$ cat src/rtl/sprite_blitter_pkg.sv
// Shared types and defaults for the sprite blitter: FSM states, frame size
// defaults, palette width and the pixel gating helper.
package sprite_blitter_pkg;

    typedef enum logic [1:0] {
        IDLE  = 2'd0,
        DRAW  = 2'd1,
        DRAIN = 2'd2
    } blit_state_t;

    localparam int FRAME_W_DEFAULT = 1280;
    localparam int FRAME_H_DEFAULT = 300;
    localparam int PAL_WIDTH       = 3;

    // Clipped or transparent pixels become a no-write (palette 0).
    function automatic logic [PAL_WIDTH-1:0] gate_pixel(
        input logic                 clip,
        input logic [PAL_WIDTH-1:0] data
    );
        return clip ? '0 : data;
    endfunction

endpackage

$ cat src/rtl/sprite_blitter_counter.sv
// Column/row stepping over a sprite with a running ROM address and a
// last-pixel flag; loaded on command acceptance, advanced once per draw cycle.
module blit_counter #(
    parameter int SIZE_WIDTH     = 8,
    parameter int ROM_ADDR_WIDTH = 16
) (
    input  logic                      clk,
    input  logic                      rst,
    input  logic                      i_load,
    input  logic                      i_step,
    input  logic [SIZE_WIDTH-1:0]     i_w,
    input  logic [SIZE_WIDTH-1:0]     i_h,
    input  logic [ROM_ADDR_WIDTH-1:0] i_base,
    output logic [SIZE_WIDTH-1:0]     o_col,
    output logic [SIZE_WIDTH-1:0]     o_row,
    output logic [ROM_ADDR_WIDTH-1:0] o_addr,
    output logic                      o_last
);

    logic [SIZE_WIDTH-1:0]     r_col;
    logic [SIZE_WIDTH-1:0]     r_row;
    logic [SIZE_WIDTH-1:0]     r_w;
    logic [SIZE_WIDTH-1:0]     r_h;
    logic [ROM_ADDR_WIDTH-1:0] r_addr;
    logic                      w_col_end;

    assign w_col_end = (r_col == r_w - SIZE_WIDTH'(1));

    always_ff @(posedge clk) begin
        if (rst) begin
            r_col  <= '0;
            r_row  <= '0;
            r_w    <= '0;
            r_h    <= '0;
            r_addr <= '0;
        end else if (i_load) begin
            r_col  <= '0;
            r_row  <= '0;
            r_w    <= i_w;
            r_h    <= i_h;
            r_addr <= i_base;
        end else if (i_step) begin
            // Sprite is packed row-major, so the address simply runs on.
            r_addr <= r_addr + ROM_ADDR_WIDTH'(1);
            if (w_col_end) begin
                r_col <= '0;
                r_row <= r_row + SIZE_WIDTH'(1);
            end else begin
                r_col <= r_col + SIZE_WIDTH'(1);
            end
        end
    end

    assign o_col  = r_col;
    assign o_row  = r_row;
    assign o_addr = r_addr;
    assign o_last = w_col_end && (r_row == r_h - SIZE_WIDTH'(1));

endmodule

$ cat src/rtl/sprite_blitter.sv
// Sprite blitter: reads a sprite from ROM one pixel per cycle and emits
// clipped frame-buffer pixel writes two cycles after each ROM read.
module sprite_blitter
    import sprite_blitter_pkg::*;
#(
    parameter int COOR_WIDTH     = 12,
    parameter int FRAME_W        = FRAME_W_DEFAULT,
    parameter int FRAME_H        = FRAME_H_DEFAULT,
    parameter int ROM_ADDR_WIDTH = 16,
    parameter int SIZE_WIDTH     = 8
) (
    input  logic                      clk_33m,
    input  logic                      rst,
    input  logic                      frame_start,
    input  logic                      cmd_valid,
    output logic                      cmd_ready,
    input  logic [COOR_WIDTH-1:0]     cmd_x,
    input  logic [COOR_WIDTH-1:0]     cmd_y,
    input  logic [SIZE_WIDTH-1:0]     cmd_w,
    input  logic [SIZE_WIDTH-1:0]     cmd_h,
    input  logic [ROM_ADDR_WIDTH-1:0] cmd_base,
    output logic [ROM_ADDR_WIDTH-1:0] rom_addr,
    input  logic [PAL_WIDTH-1:0]      rom_data,
    output logic [COOR_WIDTH-1:0]     write_x,
    output logic [COOR_WIDTH-1:0]     write_y,
    output logic [PAL_WIDTH-1:0]      write_palette,
    output logic                      busy
);

    localparam int SUM_W = COOR_WIDTH + 1;
    localparam logic [SUM_W-1:0] LP_FRAME_W = SUM_W'(FRAME_W);
    localparam logic [SUM_W-1:0] LP_FRAME_H = SUM_W'(FRAME_H);

    blit_state_t               r_state;
    logic [COOR_WIDTH-1:0]     r_x;
    logic [COOR_WIDTH-1:0]     r_y;
    logic                      r_vld_p0;
    logic [SUM_W-1:0]          r_sx_p0;
    logic [SUM_W-1:0]          r_sy_p0;
    logic                      r_vld_p1;
    logic [COOR_WIDTH-1:0]     r_wx_p1;
    logic [COOR_WIDTH-1:0]     r_wy_p1;
    logic [PAL_WIDTH-1:0]      r_pal_p1;

    logic                      w_cmd_ready;
    logic                      w_start;
    logic                      w_step;
    logic                      w_last;
    logic                      w_clip;
    logic [SIZE_WIDTH-1:0]     w_col;
    logic [SIZE_WIDTH-1:0]     w_row;
    logic [ROM_ADDR_WIDTH-1:0] w_addr;
    logic [SUM_W-1:0]          w_sum_x;
    logic [SUM_W-1:0]          w_sum_y;

    assign w_cmd_ready = (r_state == IDLE) && !frame_start && !rst;
    // Zero-sized commands are consumed here without ever leaving IDLE.
    assign w_start     = cmd_valid && w_cmd_ready && (cmd_w != '0) && (cmd_h != '0);
    assign w_step      = (r_state == DRAW) && !frame_start;

    blit_counter #(
        .SIZE_WIDTH     (SIZE_WIDTH),
        .ROM_ADDR_WIDTH (ROM_ADDR_WIDTH)
    ) u_counter (
        .clk    (clk_33m),
        .rst    (rst),
        .i_load (w_start),
        .i_step (w_step),
        .i_w    (cmd_w),
        .i_h    (cmd_h),
        .i_base (cmd_base),
        .o_col  (w_col),
        .o_row  (w_row),
        .o_addr (w_addr),
        .o_last (w_last)
    );

    always_ff @(posedge clk_33m) begin
        if (rst) begin
            r_state <= IDLE;
        end else if (frame_start) begin
            r_state <= IDLE;
        end else begin
            case (r_state)
                IDLE:    if (w_start) r_state <= DRAW;
                DRAW:    if (w_last)  r_state <= DRAIN;
                DRAIN:   r_state <= IDLE;
                default: r_state <= IDLE;
            endcase
        end
    end

    always_ff @(posedge clk_33m) begin
        if (rst) begin
            r_x <= '0;
            r_y <= '0;
        end else if (w_start) begin
            r_x <= cmd_x;
            r_y <= cmd_y;
        end
    end

    // Sums carry one extra bit so off-frame pixels clip instead of wrapping.
    assign w_sum_x = {1'b0, r_x} + SUM_W'(w_col);
    assign w_sum_y = {1'b0, r_y} + SUM_W'(w_row);

    // p0: coordinates of the ROM read in flight
    always_ff @(posedge clk_33m) begin
        if (rst) begin
            r_vld_p0 <= 1'b0;
        end else begin
            r_vld_p0 <= w_step;
        end
        r_sx_p0 <= w_sum_x;
        r_sy_p0 <= w_sum_y;
    end

    assign w_clip = (r_sx_p0 >= LP_FRAME_W) || (r_sy_p0 >= LP_FRAME_H);

    // p1: registered pixel write, ROM data arrives alongside p0
    always_ff @(posedge clk_33m) begin
        if (rst) begin
            r_vld_p1 <= 1'b0;
            r_pal_p1 <= '0;
            r_wx_p1  <= '0;
            r_wy_p1  <= '0;
        end else if (frame_start) begin
            r_vld_p1 <= 1'b0;
            r_pal_p1 <= '0;
        end else begin
            r_vld_p1 <= r_vld_p0;
            if (r_vld_p0) begin
                r_wx_p1  <= r_sx_p0[COOR_WIDTH-1:0];
                r_wy_p1  <= r_sy_p0[COOR_WIDTH-1:0];
                r_pal_p1 <= gate_pixel(w_clip, rom_data);
            end else begin
                r_pal_p1 <= '0;
            end
        end
    end

    assign cmd_ready     = w_cmd_ready;
    assign rom_addr      = w_addr;
    assign write_x       = r_wx_p1;
    assign write_y       = r_wy_p1;
    assign write_palette = r_pal_p1;
    assign busy          = (r_state != IDLE) || r_vld_p0 || r_vld_p1;

endmodule

$ cat config.mk
export PLATFORM = sky130hd
export DESIGN_NAME = sprite_blitter
export DESIGN_NICKNAME = d
export VERILOG_FILES = /design/src/rtl/sprite_blitter_pkg.sv /design/src/rtl/sprite_blitter_counter.sv /design/src/rtl/sprite_blitter.sv
export SDC_FILE = /design/constraint.sdc
export NUM_CORES = 1
export LEC_CHECK = 0
export BUFFER_PORTS_ARGS = -buffer_cell sky130_fd_sc_hd__buf_2
export CORE_AREA = 8 8 106 147
export CTS_CLUSTER_DIAMETER = 120
export DETAILED_ROUTE_END_ITERATION = 8
export DIE_AREA = 0 0 114 155
export GPL_TIMING_DRIVEN = 0
export PLACE_DENSITY = 0.71
export SLEW_MARGIN = 20
export SYNTH_ARGS = -nofsm -noshare
export SYNTH_HDL_FRONTEND = slang
export SYNTH_HIERARCHICAL = 1
export SYNTH_SLANG_ARGS = --single-unit
$ cat constraint.sdc
create_clock -name clk_33m -period 2.9 [get_ports clk_33m]
set_input_delay 0.145 -clock clk_33m [delete_from_list [all_inputs] [get_ports clk_33m]]
set_output_delay 0.145 -clock clk_33m [all_outputs]
set_load 0.02 [all_outputs]
==> impl_metrics.sql, run 1 <==
INSERT INTO impl_metrics (metric_group, metric, value, unit) VALUES
('synth', 'async_reset_ff_share', '0', '%'),
('synth', 'synth_cell_type_count', '62', ''),
('sta', 'fin_worst_skew', '0.009828', 'ns'),
('cts', 'tritoncts', 'built', ''),
('sta', 'clock.fmax', '0.3648', 'GHz'),
('cts', 'worst_skew_pair.late_latency', '0.41', 'ns'),
('placement', 'i_o_buffers', '107', ''),
('worst_hold_path', 'hold_path_class', 'in -> reg', ''),
('finish', 'layout.cell_area.non_filler', '0.008330', 'mm2'),
('finish', 'antenna_cells_inserted', '0', ''),
('worst_setup_path', 'r2r_setup_slack', '0.16', 'ns'),
('worst_hold_path', 'hold-path-endpoint', 'r_x[8]', ''),
('global_route', 'grt_pass1_vias', '5986', ''),
('cts', 'post-cts-setup-buffer-count', '0', ''),
('sta', 'setup_viol_count_final', '0', ''),
('flow_run', 'timing.max_cap.violations', '0', ''),
('worst_hold_path', 'min-delay-start', 'cmd_x[8]', ''),
('global_route', 'track_usage', '19.63', '%'),
('worst_setup_path', 'worst_ep_arrival_time', '3.08', 'ns'),
('floorplan', 'fp.dieW', '114', 'um'),
('synth', 'yosys-top-cells-area', 'sky130_fd_sc_hd__dfxtp_1 39%, sky130_fd_sc_hd__a21oi_1 5.4%, sky130_fd_sc_hd__mux2i_1 4.4%, sky130_fd_sc_hd__nand4_1 4.1%, sky130_fd_sc_hd__nand2_1 4.1%', ''),
('synth', 'count_of_mapped_cells_out_of_synthesis', '739', ''),
('worst_setup_path', 'worst_r2r_endpoint', 'u_counter/o_row[4]', ''),
('cts', 'cts_max_level', '4', ''),
('sta', 'timing.hold.ws', '0.01236', 'ns'),
('worst_setup_path', 'start_kind', 'register', ''),
('sta', 'max_slew_margin', '48.47', '%'),
('floorplan', 'placeable_core_region', '0.01353', 'mm2'),
('floorplan', 'initial_utilization', '48.34', '%'),
('synth', 'post_synth.cell_area_avg', '8.850', 'um2'),
('synth', 'synthesis.nets', '825', ''),
('routing', 'drt_iter0_drc', '335', ''),
('synth', 'synth-edff-count', '0', ''),
('synth', 'netlist.top_cell.by_area', 'sky130_fd_sc_hd__dfxtp_1', ''),
('routing', 'route.detailed.drc', '0', ''),
('pwr', 'part_of_the_power_in_the_clock_network', '48.6', '%'),
('cts', 'root_buffer', 'sky130_fd_sc_hd__clkbuf_16', ''),
('pwr', 'pwr-share-seq', '42.7', '%'),
('worst_setup_path', 'largest_stage_delay_on_the_critical_path', '0.67', 'ns'),
('worst_setup_path', 'worst_path_max_delay_cell', 'sky130_fd_sc_hd__nor3b_1', ''),
('sta', 'worst-slew-pin-transition', '0.7713', 'ns'),
('cts', 'clock_buffers_created_by_tritoncts', '17', ''),
('finish', 'post_route_cells_drive_above_1_share', '19.67', '%'),
('outcome', 'outcome', 'finished clean', ''),
('routing', 'routed-via-count', '6002', ''),
('placement', 'finalWeightedCongestion', '0.8248', ''),
('routing', 'final_antenna_net_count', '0', ''),
('pwr', 'power.combinational.fraction', '8.7', '%'),
('synth', 'synthesis.area', '0.006540', 'mm2'),
('worst_setup_path', 'worstPathMaxFanout', '10', ''),
('global_route', 'grt_start_max_net_pins', '17', ''),
('finish', 'postLayoutCoreUtil', '61.58', '%'),
('floorplan', 'die_area', '0.01767', 'mm2'),
('worst_setup_path', 'endpoint_kind', 'register', ''),
('cts', 'cts.sink_count', '129', ''),
('sta', 'finalHoldViolCount', '0', ''),
('worst_setup_path', 'cp_common_cell', 'sky130_fd_sc_hd__clkbuf_1', ''),
('pwr', 'p_int', '0.003297', 'W'),
('pwr', 'netSwitchingPower', '0.001059', 'W'),
('synth', 'ys.flop_type', 'sky130_fd_sc_hd__dfxtp_1', ''),
('floorplan', 'design.portCount', '108', ''),
('worst_setup_path', 'top_family_by_delay_on_critical_path', 'simple AND/OR/NAND/NOR gates', ''),
('pwr', 'vdd_drop_max', '0.3628', 'mV'),
('cts', 'cts_buffer_depth', '2', ''),
('finish', 'syn_to_final_growth', '27.38', '%'),
('floorplan', 'core.rowCount', '51', ''),
('routing', 'via_per_inst', '5.432', ''),
('worst_hold_path', 'hold_depth', '3', ''),
('sta', 'finalCritPeriodShare', '94.54', '%'),
('synth', 'ys_seq_area_share', '39.49', '%'),
('sta', 'setup_tns', '0', 'ns');
## through the flow
step           std cells  setup slack (ns)
6_report            1105            0.1584
5_1_grt             1105           0.03455
4_1_cts             1105           0.05877
3_5_place_dp        1031          -0.01137
3_3_place_gp        1031           0.01955
2_1_floorplan        739            0.4648
## repair_timing
item,4_1_cts,5_1_grt
setup endpoints to repair,10,17
gates resized for setup,1,2
endpoints found under the hold margin,42,0
hold buffers,42,0
## synthesized netlist by cell type, types with 2 or more instances
library cell and number:
sky130_fd_sc_hd__nand4b_1 2, sky130_fd_sc_hd__nor3b_1 6, sky130_fd_sc_hd__buf_6 3, sky130_fd_sc_hd__a211o_1 6, sky130_fd_sc_hd__nor2b_1 3, sky130_fd_sc_hd__nand3_1 17, sky130_fd_sc_hd__dfxtp_1 129, sky130_fd_sc_hd__and2_1 8
sky130_fd_sc_hd__a21o_1 8, sky130_fd_sc_hd__nor3_1 21, sky130_fd_sc_hd__or2_2 3, sky130_fd_sc_hd__o21ai_0 10, sky130_fd_sc_hd__xor2_1 25, sky130_fd_sc_hd__nand4_1 43, sky130_fd_sc_hd__nor4_4 2, sky130_fd_sc_hd__buf_4 2
sky130_fd_sc_hd__a211oi_1 9, sky130_fd_sc_hd__nand3b_1 3, sky130_fd_sc_hd__nand2b_1 4, sky130_fd_sc_hd__and4_1 6, sky130_fd_sc_hd__and3_1 8, sky130_fd_sc_hd__o21a_1 7, sky130_fd_sc_hd__clkbuf_8 2, sky130_fd_sc_hd__a31oi_1 2
sky130_fd_sc_hd__nor4_1 9, sky130_fd_sc_hd__mux2i_1 29, sky130_fd_sc_hd__nand2_1 71, sky130_fd_sc_hd__o41ai_1 2, sky130_fd_sc_hd__inv_1 18, sky130_fd_sc_hd__buf_2 10, sky130_fd_sc_hd__buf_8 2, sky130_fd_sc_hd__o31ai_1 25
sky130_fd_sc_hd__fa_1 2, sky130_fd_sc_hd__nor2_1 50, sky130_fd_sc_hd__a221oi_2 2, sky130_fd_sc_hd__xnor2_1 29, sky130_fd_sc_hd__a21oi_1 71, sky130_fd_sc_hd__or3_1 6, sky130_fd_sc_hd__nor4_2 6, sky130_fd_sc_hd__o211ai_1 6
sky130_fd_sc_hd__ha_1 21, sky130_fd_sc_hd__o21bai_1 2, sky130_fd_sc_hd__buf_1 5, sky130_fd_sc_hd__clkbuf_1 26
## routing by layer
metal  global-route usage (%)  vias up  wire length, um  share of wire, %
met5                        0        -                0                 0
met2                    34.79      158             8599                51
met1                    22.30     2797             7217                42
met3                    4.306       29              823               4.8
met4                    7.575        0              371               2.2
li1                         -     3018                -                 -
## placed cells by master, fill, tap and decap left out, types with 26 or more instances in the layout
master                          Yosys  layout
sky130_fd_sc_hd__mux2i_1           29      29
sky130_fd_sc_hd__xnor2_1           29      29
sky130_fd_sc_hd__nand4_1           43      43
sky130_fd_sc_hd__nor2_1            50      50
sky130_fd_sc_hd__clkbuf_1          26      26
sky130_fd_sc_hd__a21oi_1           71      71
sky130_fd_sc_hd__dfxtp_1          129     129
sky130_fd_sc_hd__buf_2             10     118
sky130_fd_sc_hd__nand2_1           71      71
sky130_fd_sc_hd__dlygate4sd3_1      0      42
## state kept, by name, summed over array words and instances, names as in the netlist
signal            cells
write_y              12
r_vld_p1              1
u_counter/r_h         8
u_counter/o_col       8
u_counter/o_row       8
write_x              12
r_vld_p0              1
r_sx_p0              13
u_counter/r_w         8
write_palette         3
r_state               2
r_y                  12
r_x                  12
r_sy_p0              13
u_counter/o_addr     16
## cell families (layout without fill, tap and decap cells)
kind of cell	Yosys count	after routing	synth area share [%]
simple gates	273	273	22.40
compound gates	163	163	16.61
flops	129	129	39.49
buf+inv	68	249	5.204
xor+xnor	54	54	7.232
mux	29	29	4.439
fa+ha+maj	23	23	4.630
## tightest hold or removal path: cells and delay by family
family          cells  cell delay (ns)
compound gates      1             0.05
simple gates        1             0.06
buf+inv             1             0.11
## final cells by class
type	instances	area, um2
clock buffer	18	439.2
inverter	18	67.56
clock inverter	14	156.4
timing repair buffer	149	955.9
multi-input combinational	542	3622
fill	1213	5197
buffer	50	275.3
sequential	129	2582
tap	185	231.5
## power groups by stage
stage	clock [W]	combinational (W)	sequential, W
2_1_floorplan	0	0.000209	0.00190
3_3_place_gp	0	0.000327	0.00189
3_5_place_dp	0	0.000331	0.00189
4_1_cts	0.00216	0.000378	0.00186
5_1_grt	0.00225	0.000418	0.00186
6_report	0.00212	0.000380	0.00186
## how the worst max path moves through the flow
stage | start | endpoint | slack, ns | cells after the start
6_report | r_state[0] | u_counter/o_row[4] | 0.16 | 6
5_1_grt | r_state[0] | u_counter/o_addr[6] | 0.03 | 7
4_1_cts | r_state[0] | u_counter/r_h[7] | 0.06 | 7
3_5_place_dp | rst | u_counter/o_addr[10] | -0.01 | 9
3_3_place_gp | rst | u_counter/r_w[1] | 0.02 | 9
2_1_floorplan | r_state[0] | u_counter/o_addr[10] | 0.46 | 7
(Power assumes the default switching activity.)
==> run 2, diff against run 1 <==
Settings changed: CORE_AREA 8 8 106 147 to 8 8 103 143, DIE_AREA 0 0 114 155 to 0 0 111 151, PLACE_DENSITY 0.71 to 0.74, SYNTH_HIERARCHICAL 1 to default.
Clock period 2.9 ns to 2.4 ns, I/O delays scaled along.
==> impl_metrics.sql, run 2 <==
INSERT INTO impl_metrics (metric_group, metric, value, unit) VALUES
('synth', 'synthesis.nets', '834', ''),
('sta', 'max_slew_margin', '27.36', '%'),
('worst_hold_path', 'hold_path_class', 'in -> reg', ''),
('synth', 'count_of_mapped_cells_out_of_synthesis', '748', ''),
('routing', 'route.detailed.drc', '0', ''),
('worst_setup_path', 'worstPathMaxFanout', '8', ''),
('worst_setup_path', 'critical_path_class', 'reg -> reg', ''),
('routing', 'avgRoutedWirePerCell', '15.58', 'um'),
('finish', 'largest_register_ffs', '16', ''),
('finish', 'final_cells', '1095', ''),
('routing', 'routed-via-count', '5879', ''),
('synth', 'netlist.top_cell.by_area', 'sky130_fd_sc_hd__dfxtp_1', ''),
('placement', 'finalWeightedCongestion', '0.8468', ''),
('floorplan', 'die_area', '0.01676', 'mm2'),
('cts', 'cts_max_level', '4', ''),
('pwr', 'vdd_drop_max', '0.4722', 'mV'),
('routing', 'via_per_inst', '5.369', ''),
('pwr', 'pwr-share-seq', '41.1', '%'),
('placement', 'i_o_buffers', '107', ''),
('sta', 'finalCriticalPeriod', '2.278', 'ns'),
('cts', 'root_buffer', 'sky130_fd_sc_hd__clkbuf_16', ''),
('sta', 'worst-slew-pin-transition', '1.074', 'ns'),
('synth', 'post_synth.cell_area_avg', '8.201', 'um2'),
('synth', 'ys.flop_type', 'sky130_fd_sc_hd__dfxtp_1', ''),
('placement', 'placed_wire_length_estimate', '11960', 'um'),
('global_route', 'grt_remaining_overflow', '0', ''),
('synth', 'synth_cell_type_count', '63', ''),
('finish', 'final_cell_mix', '159 x sky130_fd_sc_hd__nand2_1, 127 x sky130_fd_sc_hd__dfxtp_1, 118 x sky130_fd_sc_hd__buf_2, 80 x sky130_fd_sc_hd__a21oi_1, 55 x sky130_fd_sc_hd__dlygate4sd3_1', ''),
('synth', 'yosysWarningCount', '0', ''),
('pwr', 'total_power_divided_by_cell_area', '672.8', 'mW/mm2'),
('routing', 'final_antenna_net_count', '0', ''),
('synth', 'yosys-top-cells-area', 'sky130_fd_sc_hd__dfxtp_1 42%, sky130_fd_sc_hd__nand2_1 9.7%, sky130_fd_sc_hd__a21oi_1 6.6%, sky130_fd_sc_hd__ha_1 4.3%, sky130_fd_sc_hd__xnor2_1 3.7%', ''),
('flow_run', 'timing.max_cap.violations', '0', ''),
('synth', 'synthesis.area', '0.006135', 'mm2'),
('global_route', 'track_usage', '20.22', '%'),
('finish', 'most_common_library_cell_in_the_layout_ignoring_fill_and_taps', 'sky130_fd_sc_hd__nand2_1', ''),
('pwr', 'part_of_the_power_in_the_clock_network', '50.4', '%'),
('sta', 'maxSlewViolCount', '0', ''),
('sta', 'setup_viol_count_final', '0', ''),
('global_route', 'grt_antenna_before_repair', '0', ''),
('floorplan', 'design.portCount', '108', ''),
('finish', 'postLayoutCoreUtil', '64.77', '%'),
('worst_setup_path', 'worst_ep_arrival_time', '2.61', 'ns'),
('finish', 'nets', '1015', ''),
('sta', 'finalCritPeriodShare', '94.90', '%'),
('synth', 'async_reset_ff_share', '0', '%'),
('cts', 'clk_pin_slew', '0.06', 'ns'),
('synth', 'synth.ff_latch_count', '129', ''),
('worst_setup_path', 'endpoint_kind', 'register', ''),
('floorplan', 'initial_utilization', '48.81', '%'),
('finish', 'syn_to_final_growth', '32.69', '%'),
('cts', 'clock_buffers_created_by_tritoncts', '17', ''),
('floorplan', 'placeable_core_region', '0.01257', 'mm2'),
('sta', 'finalHoldViolCount', '0', ''),
('worst_setup_path', 'worstPathRequired', '2.73', 'ns'),
('sta', 'fin_worst_skew', '0.008734', 'ns'),
('outcome', 'outcome', 'finished clean', ''),
('synth', 'synth_top_cell_area_share', '42.10', '%'),
('synth', 'ys_seq_area_share', '42.10', '%'),
('global_route', 'grt_start_max_net_pins', '17', ''),
('worst_setup_path', 'start_kind', 'register', ''),
('synth', 'synth-edff-count', '0', ''),
('pwr', 'p_sw_share', '23.10', '%'),
('finish', 'antenna_cells_inserted', '0', ''),
('cts', 'cts_buffer_depth', '2', ''),
('cts', 'tritoncts', 'built', ''),
('global_route', 'grt_pass1_vias', '5855', ''),
('finish', 'post_route_cells_drive_above_1_share', '19.64', '%'),
('floorplan', 'core.rowCount', '49', ''),
('sta', 'clock.fmax', '0.4391', 'GHz'),
('cts', 'cts.sink_count', '129', ''),
('routing', 'drt_first_pass_iters', '5', ''),
('pwr', 'power.combinational.fraction', '8.5', '%'),
('synth', 'synth_common_cells', '159 x sky130_fd_sc_hd__nand2_1, 129 x sky130_fd_sc_hd__dfxtp_1, 81 x sky130_fd_sc_hd__a21oi_1', ''),
('cts', 'worst_skew_pair.late_latency', '0.42', 'ns'),
('pwr', 'netSwitchingPower', '0.001265', 'W'),
('placement', 'placed_cells_incl_taps', '1008', ''),
('routing', 'drt_iter0_drc', '272', ''),
('floorplan', 'fp.dieW', '111', 'um'),
('synth', 'synthMostInstantiatedCell', 'sky130_fd_sc_hd__nand2_1', ''),
('pwr', 'p_leak', '3.288', 'nW'),
('floorplan', 'die_height', '151', 'um'),
('global_route', 'grt_pass1_wl', '27900', 'um'),
('routing', 'drt_wl_total', '17070', 'um'),
('pwr', 'p_int', '0.004212', 'W');
[run 2: layout make-up]
type,instances,area [um2]
buffer,42,205.2
fill,1051,4428
multi-input combinational,556,3354
clock buffer,19,452.9
sequential,129,2585
timing repair buffer,163,1094
clock inverter,13,182.7
inverter,20,75.07
tap,153,191.4
[run 2: power groups by stage]
stage               clock (W)  sequential [W]  combinational [W]
finish                0.00276         0.00225           0.000466
global route          0.00288         0.00226           0.000511
CTS                   0.00278         0.00225           0.000454
detailed placement          0         0.00230           0.000380
global placement            0         0.00229           0.000377
floorplan                   0         0.00230           0.000225
[run 2: what timing repair did]
| item | in CTS | in global routing |
|---|---|---|
| endpoints found under the setup margin | 7 | 23 |
| setup buffers | 0 | 1 |
| pin swaps | 1 | 1 |
| hold buffers | 55 | 0 |
| gates resized for setup | 9 | 19 |
| endpoints found under the hold margin | 55 | 0 |
[run 2: worst paths after layout]
kind / start / cells past startpoint / slack [ns] / endpoint
max: u_counter.o_row[0] / 9 / 0.12 / r_sy_p0[10]
min: cmd_x[2] / 3 / 0.007 / r_x[2]
max reg2reg: u_counter.o_row[0] / 9 / 0.12 / r_sy_p0[10]
min reg2reg: r_sx_p0[7] / 2 / 0.43 / write_x[7]
[run 2: logic make-up after synthesis]
group	after synthesis	synth area share, %
mux	3	0.4895
compound gates	163	16.66
xor+xnor	47	6.710
buf+inv	63	4.528
flops	129	42.10
simple gates	320	24.58
fa+ha+maj	23	4.936
[run 2: worst max-delay path, cell delays in order (launching register included)]
cell	delay (ns)
sky130_fd_sc_hd__dfxtp_2	0.43
sky130_fd_sc_hd__ha_1	0.21
sky130_fd_sc_hd__inv_1	0.06
sky130_fd_sc_hd__fa_1	0.40
sky130_fd_sc_hd__nor2b_1	0.12
sky130_fd_sc_hd__o21ai_0	0.15
sky130_fd_sc_hd__a21boi_2	0.22
sky130_fd_sc_hd__o221ai_2	0.16
sky130_fd_sc_hd__a211oi_2	0.25
sky130_fd_sc_hd__xor2_1	0.20
[run 2: per-layer routing]
layer	routed length (um)	part of all wire, %	track usage, %
met4	558	3.3	9.627
met5	0	0	0
met3	699	4.1	4.400
met2	8769	51	37.15
met1	7038	41	21.56
[run 2: stage by stage]
stage                     TNS (ns)  power (W)  hold WS [ns]  setup slack (ns)  cell area (um2)
final                            0   0.005477      0.007169            0.1224             8140
after global placement     -0.3724   0.002671        0.3204           -0.1914             6862
after CTS                        0   0.005484      0.001335          0.003379             8065
after floorplan                  0   0.002528        0.2286            0.1476             6135
after detailed placement   -0.5280   0.002675        0.3259           -0.1955             6862
after global routing      -0.04867   0.005651      0.005544          -0.04867             8140
